## src/rtl/watch_pkg.sv

```systemverilog
// Shared encodings for the watch control slice: modes, button indices, priority pick
// and the mode LED decode.
package watch_pkg;

  typedef enum logic [1:0] {
    MODE_CLOCK = 2'd0,
    MODE_EDIT  = 2'd1,
    MODE_TIMER = 2'd2
  } mode_e;

  localparam int BTN_CLR   = 0;
  localparam int BTN_MODE  = 1;
  localparam int BTN_SHIFT = 2;
  localparam int BTN_INC   = 3;
  localparam int BTN_SS    = 4;
  localparam int NUM_BTN   = 5;

  localparam int HOLD_CYCLES_DFLT = 15_000_000;

  // Priority clr > mode > shift > inc > ss.
  function automatic logic [2:0] btn_pick(input logic [NUM_BTN-1:0] b);
    if (b[BTN_CLR])        return 3'(BTN_CLR);
    else if (b[BTN_MODE])  return 3'(BTN_MODE);
    else if (b[BTN_SHIFT]) return 3'(BTN_SHIFT);
    else if (b[BTN_INC])   return 3'(BTN_INC);
    else                   return 3'(BTN_SS);
  endfunction

  function automatic logic [2:0] mode_led_of(input mode_e m);
    case (m)
      MODE_CLOCK: return 3'b100;
      MODE_EDIT:  return 3'b010;
      MODE_TIMER: return 3'b001;
      default:    return 3'b100;
    endcase
  endfunction

endpackage

```

## src/rtl/watch_mode_ctrl_btn_sync.sv

```systemverilog
// Two-flop synchronizer for the raw front-panel button vector.
module btn_sync
  import watch_pkg::*;
#(
  parameter int W = NUM_BTN
) (
  input  logic         clk,
  input  logic [W-1:0] din,
  output logic [W-1:0] dout
);

  logic [W-1:0] sync_p0, sync_p1;

  // Stage 0/1: metastability filter
  always_ff @(posedge clk) begin
    sync_p0 <= din;
    sync_p1 <= sync_p0;
  end

  assign dout = sync_p1;

endmodule

```

## src/rtl/watch_mode_ctrl.sv

```systemverilog
// Watch front-panel control: single-winner button qualification, CLOCK/EDIT/TIMER
// mode FSM, timer run flag and one-cycle command pulses to the datapath.
module watch_mode_ctrl
  import watch_pkg::*;
#(
  parameter int HOLD_CYCLES = HOLD_CYCLES_DFLT,
  parameter int CNT_W       = 24
) (
  input  logic       clk,
  input  logic       reset,
  input  logic       btn_mode,
  input  logic       btn_clr,
  input  logic       btn_shift,
  input  logic       btn_inc,
  input  logic       btn_ss,
  input  logic       tm_done,
  output logic [1:0] mode,
  output logic [2:0] mode_led,
  output logic       edit_place,
  output logic       tm_run,
  output logic       cmd_clr,
  output logic       cmd_inc_hi,
  output logic       cmd_inc_lo,
  output logic       tm_enter,
  output logic       edit_exit
);

  logic [NUM_BTN-1:0] btn_raw, btn_s;
  logic               any_btn;
  logic               armed;
  logic               win_vld;
  logic [2:0]         win_idx;
  logic [CNT_W-1:0]   hold_cnt;
  logic               win_held;
  logic               accept;
  logic [NUM_BTN-1:0] acc;
  logic               pend_mode;
  mode_e              mode_q;

  assign btn_raw = {btn_ss, btn_inc, btn_shift, btn_mode, btn_clr};

  btn_sync #(.W(NUM_BTN)) u_btn_sync (
    .clk  (clk),
    .din  (btn_raw),
    .dout (btn_s)
  );

  assign any_btn  = |btn_s;
  assign win_held = win_vld && btn_s[win_idx];
  assign accept   = win_held && (hold_cnt == CNT_W'(HOLD_CYCLES - 1));
  assign acc      = accept ? (NUM_BTN'(1) << win_idx) : '0;
  assign mode     = mode_q;

  // Arbiter and hold counter; armed stays low after reset until every button is up,
  // so a press that straddles reset is never accepted.
  always_ff @(posedge clk) begin
    if (reset) begin
      armed    <= 1'b0;
      win_vld  <= 1'b0;
      win_idx  <= '0;
      hold_cnt <= '0;
    end else if (!any_btn) begin
      armed    <= 1'b1;
      win_vld  <= 1'b0;
      hold_cnt <= '0;
    end else if (!win_vld) begin
      if (armed) begin
        armed    <= 1'b0;
        win_vld  <= 1'b1;
        win_idx  <= btn_pick(btn_s);
        hold_cnt <= CNT_W'(1);
      end
    end else if (win_held) begin
      if (hold_cnt != CNT_W'(HOLD_CYCLES))
        hold_cnt <= hold_cnt + 1'b1;
    end else begin
      hold_cnt <= '0;
    end
  end

  // Mode FSM, timer run flag and command pulses
  always_ff @(posedge clk) begin
    if (reset) begin
      mode_q     <= MODE_CLOCK;
      mode_led   <= 3'b100;
      edit_place <= 1'b1;
      tm_run     <= 1'b0;
      pend_mode  <= 1'b0;
      cmd_clr    <= 1'b0;
      cmd_inc_hi <= 1'b0;
      cmd_inc_lo <= 1'b0;
      tm_enter   <= 1'b0;
      edit_exit  <= 1'b0;
    end else begin
      cmd_clr    <= 1'b0;
      cmd_inc_hi <= 1'b0;
      cmd_inc_lo <= 1'b0;
      tm_enter   <= 1'b0;
      edit_exit  <= 1'b0;
      mode_led   <= mode_led_of(mode_q);

      if (!any_btn && pend_mode) begin
        pend_mode <= 1'b0;
        case (mode_q)
          MODE_CLOCK: mode_q <= MODE_EDIT;
          MODE_EDIT: begin
            mode_q    <= MODE_TIMER;
            edit_exit <= 1'b1;
            tm_enter  <= 1'b1;
          end
          MODE_TIMER: if (!tm_run) mode_q <= MODE_CLOCK;
          default:    mode_q <= MODE_CLOCK;
        endcase
      end

      if (accept) begin
        if (mode_q == MODE_TIMER && tm_run) begin
          if (acc[BTN_SS]) tm_run <= 1'b0;
        end else begin
          if (acc[BTN_MODE]) pend_mode <= 1'b1;
          if (mode_q != MODE_CLOCK) begin
            if (acc[BTN_CLR])   cmd_clr    <= 1'b1;
            if (acc[BTN_SHIFT]) edit_place <= ~edit_place;
            if (acc[BTN_INC]) begin
              cmd_inc_hi <= edit_place;
              cmd_inc_lo <= ~edit_place;
            end
            if (acc[BTN_SS] && mode_q == MODE_TIMER) tm_run <= 1'b1;
          end
        end
      end

      // A countdown finish overrides a start accepted in the same cycle.
      if (tm_done) tm_run <= 1'b0;
    end
  end

endmodule
```

## config.mk

```make
export PLATFORM = sky130hd
export DESIGN_NAME = watch_mode_ctrl
export DESIGN_NICKNAME = d
export VERILOG_FILES = /design/src/rtl/watch_pkg.sv /design/src/rtl/watch_mode_ctrl_btn_sync.sv /design/src/rtl/watch_mode_ctrl.sv
export SDC_FILE = /design/constraint.sdc
export NUM_CORES = 1
export LEC_CHECK = 0
export BUFFER_PORTS_ARGS = -buffer_cell sky130_fd_sc_hd__buf_2
export CAP_MARGIN = 40
export CORE_MARGIN = 1
export CORE_UTILIZATION = 51
export CTS_BUF_LIST = sky130_fd_sc_hd__clkbuf_4 sky130_fd_sc_hd__clkbuf_8 sky130_fd_sc_hd__clkbuf_16
export CTS_CLUSTER_SIZE = 20
export DETAILED_ROUTE_END_ITERATION = 7
export PLACE_DENSITY = 0.7
export SETUP_SLACK_MARGIN = 0.1
export SLEW_MARGIN = 10
export SYNTH_ARGS = -nofsm -noshare
export SYNTH_HDL_FRONTEND = slang
export SYNTH_HIERARCHICAL = 1
export SYNTH_SLANG_ARGS = --single-unit
```

## constraint.sdc

```tcl
create_clock -name clk -period 2.2 [get_ports clk]
set_input_delay 0.22 -clock clk [delete_from_list [all_inputs] [get_ports clk]]
set_output_delay 0.22 -clock clk [all_outputs]
set_load 0.05 [all_outputs]
```

[Word level (Yosys, flattened, before mapping)]
Cells that the tools add are included.
Cells by class
  shift operators: 1
  multiplexer cells: 28
  reductions and logical operators: 22
  order comparisons: 1
  equal/unequal tests: 8
  add/subtract/negate cells: 1
  bitwise logic cells: 8
Operators by type and width (number)
  $mux 24: 4
  $add 24x1->24 const B: 1
  $eq 24x24->1 const B: 1
  $ne 24x24->1 const B: 1
  $mux 1: 15
  $mux 3: 4
  $reduce_or 5->1: 2
  $not 1->1: 8
  $reduce_and 4->1: 2
  $reduce_bool 2->1: 4
  $ne 2x2->1 const B: 3
  $pmux 2 s3: 1
  $pmux 3 s2: 1
  $reduce_or 2->1: 3
  $logic_and 1x1->1: 5
  $mux 5: 1
  $shl 1x3->5 const A: 1
  $lt 3x4->1 const B: 1
  $reduce_and 2->1: 2
  $reduce_or 4->1: 1
  $bmux 1 s3: 1
  $ne 3x2->1 const B: 1
  $reduce_and 3->1: 1
  $eq 2x1->1 const B: 1
  4 further kinds: 4
Word-level totals
  input port bits: 8
  output and inout port bits: 12
  register bits after elaboration: 51
  word-level logic and storage cells: 84

[Logic depth before layout (Yosys ltp)]
  depth after elaboration: 9
  mapped depth: 7
  gate-level depth less buffers: 6

[Hierarchy]
The synthesis kept the hierarchy.
Modules (own cells, without submodules)
  watch_mode_ctrl: seq. area each 820.8 sq um, cells each 236, area an instance 2107.0 sq um, instances 1
  btn_sync: seq. area each 200.2 sq um, cells each 10, area an instance 200.2 sq um, instances 1

[Worst setup path after synthesis]
OpenSTA, ideal clock, no wires.
  kind: reg2reg
  start: register mode_q[0] (netlist: mode[0])
  end: register tm_run
  path slack: 304 ps
  period minus slack after synthesis: 1896 ps
  required time: 2128 ps
  buffers on the path: 0
  stages on the path, launching flop included: 7
  setup time: 72 ps
  arrival: 1824 ps
  cell sequence: dfxtp_1 -> inv_1 -> ha_1 -> nor3_1 -> nand3_1 -> a2111oi_0 -> mux2i_1
Between the ends
  word-level cells in the longest chain between the ends: 4
  elaborated cells on any way between the ends: 9
  classes of those cells: eq/ne (2); mux (1); reduce/logical (6)
Ends and longest elaborated chain
  start, declared: line watch_mode_ctrl.sv:38  | mode_e mode_q;
  start signal, assigned: line watch_mode_ctrl.sv:84  | mode_q <= MODE_CLOCK;
  start signal, assigned: line watch_mode_ctrl.sv:105  | MODE_CLOCK: mode_q <= MODE_EDIT;
  start signal, assigned: line watch_mode_ctrl.sv:107  | mode_q <= MODE_TIMER;
  $eq 2x2->1: line watch_mode_ctrl.sv:117, watch_mode_ctrl.sv:128
  $logic_and 1x1->1 (on tied branches): line watch_mode_ctrl.sv:117, watch_mode_ctrl.sv:128
  $ne 2x2->1 (no source line) / $reduce_bool 2->1 (equally long branches)
  $reduce_and 4->1 (no source line)
  end signal, assigned: line watch_mode_ctrl.sv:118  | if (acc[BTN_SS]) tm_run <= 1'b0;
  end signal, assigned: line watch_mode_ctrl.sv:128  | if (acc[BTN_SS] && mode_q == MODE_TIMER) tm_run <= 1'b1;
  end signal, assigned: line watch_mode_ctrl.sv:134  | if (tm_done) tm_run <= 1'b0;
  end, declared: line watch_mode_ctrl.sv:20  | output logic tm_run,
Several ways; a longest one is shown, not always the timed one.
A chain may end at the register's enable or synchronous reset.

[Worst setup path after layout]
  start: register win_idx[0]
  end: register hold_cnt[11]
Between the ends
  word-level cells in the longest chain between the ends: 5
  elaborated cells on any way between the ends: 7
  classes of those cells: eq/ne (1); mux (4); reduce/logical (2)
Ends and longest elaborated chain
  start, declared: line watch_mode_ctrl.sv:32  | logic [2:0] win_idx;
  start signal, assigned: line watch_mode_ctrl.sv:70  | win_idx <= btn_pick(btn_s);
  $bmux 1 s3 *: line watch_mode_ctrl.sv:49  | assign win_held = win_vld && btn_s[win_idx];
  $mux 1 (implied by the code) *: line watch_mode_ctrl.sv:49
  $logic_and 1x1->1 *: line watch_mode_ctrl.sv:49
  $ne 3x2->1 (no source line) / $mux 24 (equally long branches)
  $reduce_and 2->1 (no source line) / $mux 24 (equally long branches)
  end signal, assigned: line watch_mode_ctrl.sv:75  | hold_cnt <= hold_cnt + 1'b1;
  end, declared: line watch_mode_ctrl.sv:33  | logic [CNT_W-1:0] hold_cnt;
Mark *: on every way between the ends. The rest lies on a longest branch, timed or not. The select of a mux whose other input is x is not followed.

==> reports/metrics.cfg <==
[placement]
place_congestion=0.8283
hpwl_mm=3.111
place_ws_ns=0.2046
portBuffers=19

[setup_path]
cp-end-kind=register
arrival_ns=2.20
worstSetupPathType=reg2reg
endpoint=hold_cnt[11]$_SDFFE_PP0P_
r2r_cells=5
worstPathMaxFanout=7
r2r-end=hold_cnt[11]$_SDFFE_PP0P_
r2r_setup_slack_ns=0.21
start_kind=register
cp-startpoint=win_idx[0]$_SDFFE_PP0P_
required_ns=2.41
r2r-start=win_idx[0]$_SDFFE_PP0P_

[cells_and_area]
multi_input_area_mm2=0.001189
layout.nets=284
seqCellArea_mm2=0.001021
fill_cells=386
synthToLayoutAreaGrowth_pct=11.71
drive_gt1_frac=0.1697
diodes=0

[global_routing]
antenna_found_initial=0
grt_pass1_wl_mm=7.707
grt.total_usage=0.2008
grt_max_degree=22
grt_pass1_vias=1731
globalRouteOverflowTotal=0

[synth]
seq_area_frac_synth=0.4425
synth-warning-count=6
ys_ff_latch=51
synth_top_area_frac=0.4425
synthFlopType=dfxtp_1
synth_nets=259
async_flop_share=0
synth_area_leaders=dfxtp_1 (44%), xnor2_1 (5.3%), nor2_1 (5.2%)
syn_inst=246
post-synth-top-count-cell=dfxtp_1
synth_area_mm2=0.002307
yosys-top-cells-count=dfxtp_1 (51), nor2_1 (32), nand2_1 (14), xnor2_1 (14), nor3_1 (12)
yosys.area.top_type=dfxtp_1
post_synth.cell_area_avg_um2=9.379
yosys.cell_types.count=46
synth_edf_count=0

[clock_tree]
cts_tree=built
cts_hold_buf=0
clk_pin_slew_ns=0.09
clk_latency_ns=0.31
root_buffer=clkbuf_8
clock_sinks=51
clockBufferDepth=2
cts-buffers-inserted=5
cts_max_level=2

[sta]
worstMarginPinSlew_ns=0.3800
max_freq_mhz=503.4
hold_viol=0
skew_ns=0.007823
fin_crit_ns=1.986
setup_viol=0
setup-tns-final_ns=0
relSlewSlack=0.7431
min_period_over_period=0.9029
drv_slew=0
rsz0062_at_grt=yes
setup_ws_ns=0.2136

[die]
rows=24
dieWidth_um=69.26
core_mm2=0.004354
ios=20
die-area_mm2=0.004797
fp.dieH_um=69.26
start_util=0.5299

[routing]
dr.pass1.iters=4
drt_iter0_markers=100
ant_nets=0
drt_wl_total_mm=4.360
avgRoutedWirePerCell_um=13.50
num_vias=1785
drc=0
via_per_inst=5.526

[outcome]
outcome=complete, no violations

[power_and_ir_drop]
vdd_drop_max_v=0.0003572
leakage_nw=0.9482
p_per_area_mw_per_mm2=626.6

[min_path]
hold_start=btn_ss
hp-class=in2reg

[flow_run]
maxCapViolCount=0

==> worst max-delay path, cell delays in order, from the launching register on <==
cell	delay (ns)
dfxtp_1	0.48
mux2_2	0.40
a22oi_4	0.24
a2111oi_4	0.13
or4_1	0.51
mux2i_1	0.13
==> timing repair <==
| item | in CTS | in global routing |
|---|---|---|
| resized for setup | 0 | 1 |
| pin swaps | 1 | 2 |
| buffers inserted | 0 | 2 |
| endpoints found under the setup margin | 1 | 4 |
==> logic make-up (layout without fill, tap and decap cells) <==
family / after synthesis / count (layout) / share of synthesized area
adders and majority gates: 5 / 5 / 0.02711
DFF: 51 / 51 / 0.4425
muxes: 7 / 7 / 0.03145
buffers and inverters: 19 / 44 / 0.04501
AOI/OAI and AO/OA: 21 / 21 / 0.07430
xor gates and xnor gates: 19 / 19 / 0.07213
and+or+nand+nor: 124 / 124 / 0.3075
==> where the power goes <==
part	leakage [nW]	internal (W)	switching, W
combinational	0.483	0.0000165	0.0000285
clock	0.0502	0.000332	0.000298
sequential	0.415	0.000933	0.00000692
total	0.948	0.00128	0.000333
==> worst min path at each step <==
stage	end	slack [ns]	depth (start not counted)
floorplan	u_btn_sync/sync_p0[0]$_DFF_P_	0.25	0
global placement	u_btn_sync/dout[4]$_DFF_P_	0.31	0
detailed placement	u_btn_sync/dout[1]$_DFF_P_	0.31	0
CTS	u_btn_sync/sync_p0[3]$_DFF_P_	0.004	1
global route	u_btn_sync/sync_p0[0]$_DFF_P_	0.004	1
finish	u_btn_sync/sync_p0[4]$_DFF_P_	0.008	1
==> final cells by class <==
type,count,share of cell area
Multi-Input combinational cell,176,0.4612
Sequential cell,51,0.3961
Timing Repair Buffer,28,0.06311
Clock buffer,5,0.02670
Tap cell,52,0.02524
Clock inverter,2,0.01456
Inverter,9,0.01311
==> through the flow <==
stage               cells  hold slack [ns]  instance area (µm²)  utilization  power [W]
floorplan             246           0.2477                 2307            -  0.0009939
global placement      314           0.3100                 2450       0.5626   0.001006
global route          323         0.003561                 2577       0.5920   0.001658
detailed placement    314           0.3121                 2450       0.5626   0.001007
finish                323         0.007974                 2577       0.5920   0.001615
CTS                   321         0.003644                 2556       0.5871   0.001630
==> metal layers <==
layer | global-route usage | routed length, µm | vias to the layer above
li1 | - | - | 917
met1 | 0.2590 | 2144 | 824
met4 | 0.1134 | 134 | 0
met3 | 0.03488 | 124 | 12
met2 | 0.3172 | 1956 | 32
met5 | 0 | 0 | -
==> layout by cell type, fill, tap and decap left out, types with 4 or more instances in the layout <==
| cell type | count |
|---|---|
| nor3_1 | 12 |
| buf_2 | 19 |
| nand4_1 | 9 |
| buf_4 | 9 |
| dfxtp_1 | 51 |
| inv_1 | 9 |
| nand3_1 | 11 |
| nor2_1 | 32 |
| mux2i_1 | 5 |
| a21oi_1 | 8 |
| clkbuf_8 | 5 |
| nor4_1 | 5 |
| ha_1 | 5 |
| and3_1 | 4 |
| xnor2_1 | 14 |
| nand2_1 | 14 |
| xor2_1 | 5 |
| nor4b_1 | 6 |
| nor2b_1 | 5 |
==> state kept, by name, indices dropped and copies added, names as in the netlist, 2 cells and up <==
signal              count
mode                    2
u_btn_sync/dout         5
u_btn_sync/sync_p0      5
hold_cnt               24
mode_led                3
win_idx                 3
Power figures use the tool's default switching activity.
